### config.mk
export PLATFORM = sky130hd
export DESIGN_NAME = uart_rx_fsmd
export DESIGN_NICKNAME = d
export VERILOG_FILES = /design/src/rtl/uart_rx_fsmd.sv
export SDC_FILE = /design/constraint.sdc
export NUM_CORES = 1
export LEC_CHECK = 0
export ABC_AREA = 1
export CORE_UTILIZATION = 60
export DETAILED_ROUTE_END_ITERATION = 16
export DONT_BUFFER_PORTS = 1
export PLACE_DENSITY = 0.76
export SETUP_SLACK_MARGIN = 0.02
export SLEW_MARGIN = 20
export SYNTH_ARGS = -nofsm -noshare
export SYNTH_HDL_FRONTEND = slang
export SYNTH_SLANG_ARGS = --single-unit
### constraint.sdc
create_clock -name clk -period 1.8 [get_ports clk]
set_clock_uncertainty 0.1 [all_clocks]
set_input_delay 0.36 -clock clk [delete_from_list [all_inputs] [get_ports clk]]
set_output_delay 0.36 -clock clk [all_outputs]
set_load 0.01 [all_outputs]
### src/rtl/uart_rx_fsmd.sv
// UART receiver: two-flop line synchroniser, 3-sample majority vote per bit,
// LSB-first shift register, optional parity check and framing check.
module uart_rx_fsmd #(
   parameter int data_size           = 8,
   parameter int parity_on           = 1,
   parameter int even_parity         = 1,
   parameter int samples_per_bit     = 16,
   parameter int sampling_cntr_width = 4
) (
   input  logic                 clk,
   input  logic                 rst,
   input  logic                 Rx_s,
   output logic [data_size-1:0] rx_data,
   output logic                 rx_valid,
   output logic                 parity_err,
   output logic                 framing_err,
   output logic                 rx_busy
);

   localparam int W = sampling_cntr_width;
   localparam logic [W-1:0] MID    = W'(samples_per_bit / 2);
   localparam logic [W-1:0] MID_M1 = W'(samples_per_bit / 2 - 1);
   localparam logic [W-1:0] MID_P1 = W'(samples_per_bit / 2 + 1);
   localparam logic [W-1:0] LAST_S = W'(samples_per_bit - 1);
   localparam logic [2:0]   LAST_BIT = 3'(data_size - 1);

   typedef enum logic [2:0] {IDLE, START, DATA, PARITY, STOP, BREAK_WAIT} state_t;

   state_t               state;
   logic                 sync1, rx_sync;
   logic [W-1:0]         cnt;
   logic [2:0]           bit_cnt;
   logic                 v0, v1, par_bit;
   logic [data_size-1:0] sh;
   logic                 bit_v, decide, wrap, exp_par;

   always_ff @(posedge clk or posedge rst) begin
      if (rst) begin
         sync1   <= 1'b1;
         rx_sync <= 1'b1;
      end else begin
         sync1   <= Rx_s;
         rx_sync <= sync1;
      end
   end

   // 2-of-3 vote: two registered captures around mid plus the live sample
   assign bit_v   = (v0 & v1) | (v0 & rx_sync) | (v1 & rx_sync);
   assign decide  = (cnt == MID_P1);
   assign wrap    = (cnt == LAST_S);
   assign exp_par = (even_parity != 0) ? ^sh : ~(^sh);

   always_ff @(posedge clk or posedge rst) begin
      if (rst) begin
         state       <= IDLE;
         cnt         <= '0;
         bit_cnt     <= '0;
         v0          <= 1'b0;
         v1          <= 1'b0;
         par_bit     <= 1'b0;
         sh          <= '0;
         rx_data     <= '0;
         rx_valid    <= 1'b0;
         parity_err  <= 1'b0;
         framing_err <= 1'b0;
         rx_busy     <= 1'b0;
      end else begin
         rx_valid <= 1'b0;
         if (state != IDLE) begin
            cnt <= wrap ? '0 : cnt + W'(1);
            if (cnt == MID_M1) v0 <= rx_sync;
            if (cnt == MID)    v1 <= rx_sync;
         end
         case (state)
            IDLE: begin
               if (!rx_sync) begin
                  state   <= START;
                  rx_busy <= 1'b1;
                  cnt     <= '0;
                  bit_cnt <= '0;
               end
            end
            START: begin
               if (decide && bit_v) begin
                  state   <= IDLE;
                  rx_busy <= 1'b0;
               end else if (wrap) begin
                  state <= DATA;
               end
            end
            DATA: begin
               if (decide) sh <= data_size'({bit_v, sh} >> 1);
               if (wrap) begin
                  if (bit_cnt == LAST_BIT) state <= (parity_on != 0) ? PARITY : STOP;
                  else                     bit_cnt <= bit_cnt + 3'd1;
               end
            end
            PARITY: begin
               if (decide) par_bit <= bit_v;
               if (wrap)   state <= STOP;
            end
            STOP: begin
               // leave at the decision point so a following start bit is not missed
               if (decide) begin
                  rx_data     <= sh;
                  rx_valid    <= 1'b1;
                  parity_err  <= (parity_on != 0) && (par_bit != exp_par);
                  framing_err <= !bit_v;
                  if (bit_v) begin
                     state   <= IDLE;
                     rx_busy <= 1'b0;
                  end else begin
                     state <= BREAK_WAIT;
                  end
               end
            end
            BREAK_WAIT: begin
               if (rx_sync) begin
                  state   <= IDLE;
                  rx_busy <= 1'b0;
               end
            end
            default: begin
               state   <= IDLE;
               rx_busy <= 1'b0;
            end
         endcase
      end
   end

endmodule
======== After elaboration in Yosys (flattened, before gate mapping) ========
Cells that the tools add are included.
word-level totals
  register bits after elaboration ......... 35
  output and inout bits ................... 12
operators by class
  $add $sub $neg .......................... 2
  equality and inequality tests ........... 21
  multiplexer cells ....................... 26
  bitwise operators ....................... 6
  reduce and logical (&&, ||, !) cells .... 15
operator list
  kind                                                              number
  3-bit two-way mux                                                 12
  2-bit inequality test (second input constant)                     9
  3-bit case mux with 6 select lines                                1
  4-bit two-way mux                                                 4
  4-bit == test (second input constant)                             3
  2-bit AND reduction                                               5
  3-bit == test (second input constant)                             3
  8-bit XOR reduction                                               1
  1-bit two-way mux                                                 7
  7-bit AND reduction                                               1
  3-bit by 2-bit == test with 1-bit output (second input constant)  2
  3-bit case mux with 2 select lines                                1
  6-bit AND reduction                                               1
  1-bit case mux with 5 select lines                                1
  4-bit by 1-bit adder with 4-bit output (second input constant)    1
  4-bit by 3-bit == test with 1-bit output (second input constant)  1
  4-bit AND reduction                                               1
  3-bit by 1-bit adder with 3-bit output (second input constant)    1
  1-bit AND                                                         3
  3-bit by 1-bit == test with 1-bit output (second input constant)  1
  3-bit zero test                                                   1
  3-bit inequality test (second input constant)                     1
  3-bit nonzero test                                                1
  1-bit OR                                                          2
  6 further kinds                                                   6

======== Logic depth before layout (Yosys ltp) ========
  depth in word-level cells ............... 6
  depth in mapped cells ................... 11
  gate-level depth less buffers ........... 11

======== Worst setup path after synthesis ========
Ideal clock, no wire load.
  kind .................................... reg-to-reg
  start ................................... register cnt[1]
  end ..................................... register state[2]
  library setup time ...................... 0.117 ns
  data arrival time ....................... 1.246 ns
  data required time ...................... 1.583 ns
  setup slack ............................. 0.337 ns
  cell stages (with the launch flop) ...... 12
  period minus slack after synthesis ...... 1.463 ns
  path through ............................ dfrtp_1 -> inv_1 -> ha_1 -> nand3_4 -> inv_1 -> nand2_1 -> nand2_1 -> nand2_1 -> nand2_1 -> nand2_2 -> nand2_1 -> nand2_1
between the ends
  cells in the longest elaborated chain, start to end .. 4
  elaborated cells between the ends (all ways) .. 10
  those cells by class .................... eq/ne: 6; mux: 2; reduce/logical: 2
ends and longest elaborated chain
  what                                                                                 RTL line  source
  from (decl)                                                                          31        logic [W-1:0] cnt;
  from (signal assigned)                                                               70        cnt <= wrap ? '0 : cnt + W'(1);
  4-bit == test                                                                        49        assign decide = (cnt == MID_P1);
  1-bit logical AND                                                                    84        if (decide && bit_v) begin
  3-bit inequality test (no line) or 3-bit two-way mux (tied branches)                 --
  7-bit AND reduction (no line) or 3-bit case mux with 6 select lines (tied branches)  --
  to (signal assigned)                                                                 94        if (bit_cnt == LAST_BIT) state <= (parity_on != 0) ? PARITY : STOP;
  to (decl)                                                                            29        state_t state;
Parallel ways exist; a longest one is shown, timed or not.
A chain may end at the register's enable or synchronous reset.

======== Worst setup path in the final report ========
  start ................................... register cnt[1]
  end ..................................... register state[0]
Same word-level chain as after synthesis.

==> results by group <==
Global routing
  • Total Routing Usage GR: approximately 25%
  • Largest net degree at the start of global routing: 27
  • Initial antenna violation count: 0
  • Total grt overflow: 0
  • First-pass GRT wire length: roughly 6000 um
  • Number of global-route vias before repair: around 1,400

Floorplanning
  • Placeable Area: about 2800 um^2
  • Initial Util: roughly 64%
  • Die Ht: around 57 um
  • Num ports: 15
  • Row count: 19
  • Die Width: 56.8 um
  • Die area: 3220 um^2

Clocking
  • # Post-CTS Setup Buffers: 0
  • CTS resizes: 0
  • Reg clk slew, reported paths: approximately 0.09 ns
  • Depth of the CTS H-tree: 2
  • Clock Tree Buf Depth: 2
  • Later-pin clock latency in the skew report: approximately 0.34 ns
  • Cts hold-fix bufs: 2
  • Clock sinks: 35
  • CTS Root Cell: clkbuf_4
  • CTS tree: done
  • Num CTS Buffers: 5

STA
  • Worst Tran Pin Value: 0.395 ns
  • TNS Setup: 0 ns
  • Worst slew margin: 73.6%
  • Slew Limit Fails: 0
  • Fin crit period: roughly 1.6 ns
  • RSZ-0062 raised after global routing: no
  • Final setup viols: 0
  • Period Utilization, post-route: 90.3%
  • F_max: 615 MHz
  • Final hold vios: 0

Final layout
  • Area Growth Syn to Fin: 7.09%
  • Multi-input logic area: approximately 780 um^2
  • Most common cell after layout, fill and taps aside: nand2_1
  • Reg area: a little under 900 um^2
  • Fillers: approximately 230
  • Ant diodes: 0
  • Final net count: 231
  • Share of layout cells above drive strength 1: around 14%
  • Commonest non-fill, non-tap cells in the layout: 75 x nand2_1, 33 x dfrtp_1, 27 x inv_1

Detailed routing
  • Avg Vias per Cell: ~5.3
  • DRT Pass-1 Iters: 10
  • Total number of vias: approximately 1,400
  • Routed WL: roughly 3200 um
  • DRC viols: 2
  • Initial DRC Count: between 60 and 70
  • DR WL/cell: approximately 13 um
  • Post-route ant nets: 0

Placed design
  • Final HPWL DP: ~2400 um
  • Port Buffers: 0
  • GPL Wtd Cong: approximately 0.86

Setup path
  • Most used cell, CP: nand2_1
  • CP endpoint kind: flip-flop
  • Arrival time worst endpoint: ~1.8 ns
  • Crit path cell chain: inv_1 -> ha_1 -> nand3_4 -> inv_1 -> nand2_1 -> nand2_1 -> nand2_1 -> nand2_1 -> nand2_2 -> nand2_1 -> nand2_1
  • CP top delay family: simple AND/OR/NAND/NOR gates
  • Startpoint Class: flip-flop
  • Worst Path Class, Setup: flip-flop to flip-flop
  • CP max stage delay: between 0.4 and 0.5 ns
  • Slowest CP cell: dfrtp_1
  • Buf/Inv on CP: 2
  • Crit-path max FO: 5
  • Req. time, crit path: approximately 1.9 ns

Power
  • Leak pwr: 1.00 nW
  • Pwr dens: 1360 nW/um^2
  • Power Total: around 2.6 mW
  • Worst VDD drop: between 0.8 and 0.9 mV

Logic synthesis
  • Post-synth cell types: 26
  • Average cell area after synthesis: ~8.4 um^2
  • Netlist Area Pre-Place: ~1800 um^2
  • Mapped Cells: 215
  • Seq/Total Area, Yosys: 48.8%
  • Syn nets: 223
  • Post-synthesis register bit count: 35
  • Warnings, synthesis: 0

Worst hold path
  • Worst hold path type: flip-flop to flip-flop

Run status
  • Failing checks: DRC
  • Run status: finished with violations

Run
  • MaxCap Viol Count: 0
worst reg2reg max path, cell delays in order (launching register included):
cell,delay [ns]
dfrtp_1,0.41
inv_1,0.10
ha_1,0.21
nand3_4,0.11
inv_1,0.07
nand2_1,0.05
nand2_1,0.09
nand2_1,0.06
nand2_1,0.13
nand2_2,0.09
nand2_1,0.06
nand2_1,0.05
flip-flops by register name, summed over array words and instances, names as in the netlist:
signal	flops
framing_err	1
sync1	1
rx_data	8
bit_cnt	3
par_bit	1
state	3
v1	1
rx_busy	1
v0	1
sh	8
rx_sync	1
parity_err	1
cnt	4
rx_valid	1
metrics by stage:
stage          cell area [um^2]  cells  setup slack (ns)  util [%]  hold WS (ns)
6_report                   1930    254             0.174      68.7         0.262
5_1_grt                    1930    254            0.0220      68.7         0.270
4_1_cts                    1930    254             0.172      68.7         0.263
3_5_place_dp               1840    245             0.174      65.4         0.152
3_3_place_gp               1840    245             0.261      65.4         0.146
2_1_floorplan              1800    215             0.337         -         0.245
cell usage after synthesis, drive strengths merged:
cell type   n  area share (%)
xnor2       2            0.97
xor2        1            0.49
nor3        2            0.56
or2         1            0.35
dfrtp      33              46
nand3      15             6.1
buf         3             1.7
nand2      78              17
ha          5             3.5
inv        29             6.1
o21ai      22             7.4
dfstp       2             2.9
nor2       12             4.0
nand4       3             1.0
a21oi       6             1.7
a21boi      1            0.42
where the power goes:
group | internal (mW) | switching (mW) | total [mW]
clock network | 0.286 | 0.247 | 0.533
registers | 0.946 | 0.189 | 1.13
logic | 0.349 | 0.606 | 0.955
per-layer routing:
metal	wire, um	track usage [%]	vias up
met5	0	0	-
met4	97	15.3	0
met3	111	5.99	12
li1	-	-	692
met1	1370	27.4	616
met2	1650	42.3	30
cell families after synthesis:
group                    share of synthesized area [%]
adder cells (fa/ha/maj)                           3.48
XOR/XNOR                                          1.46
AND/OR/NAND/NOR                                   29.1
flip-flops                                        48.8
buffers and inverters                             7.72
AO/OA/AOI/OAI                                     9.46
area by class of cell:
| class | instances | share of cell area [%] |
|---|---|---|
| timing repair buffer | 4 | 2.47 |
| inverter | 29 | 5.65 |
| sequential | 35 | 45.6 |
| tap | 31 | 2.01 |
| clock inverter | 1 | 1.56 |
| multi-input combinational | 148 | 40.6 |
| clock buffer | 6 | 2.14 |
worst paths after layout:
kind	from	endpoint	depth (start not counted)	slack, ns
max	cnt[1]	state[0]	11	0.17
min	sync1	rx_sync	0	0.26
max reg2reg	cnt[1]	state[0]	11	0.17
min reg2reg	sync1	rx_sync	0	0.26
max in group asynchronous	rst	sh[2]	3	0.79
min in group asynchronous	rst	v1	2	0.34
No activity file was read; power rests on OpenSTA's default activity.
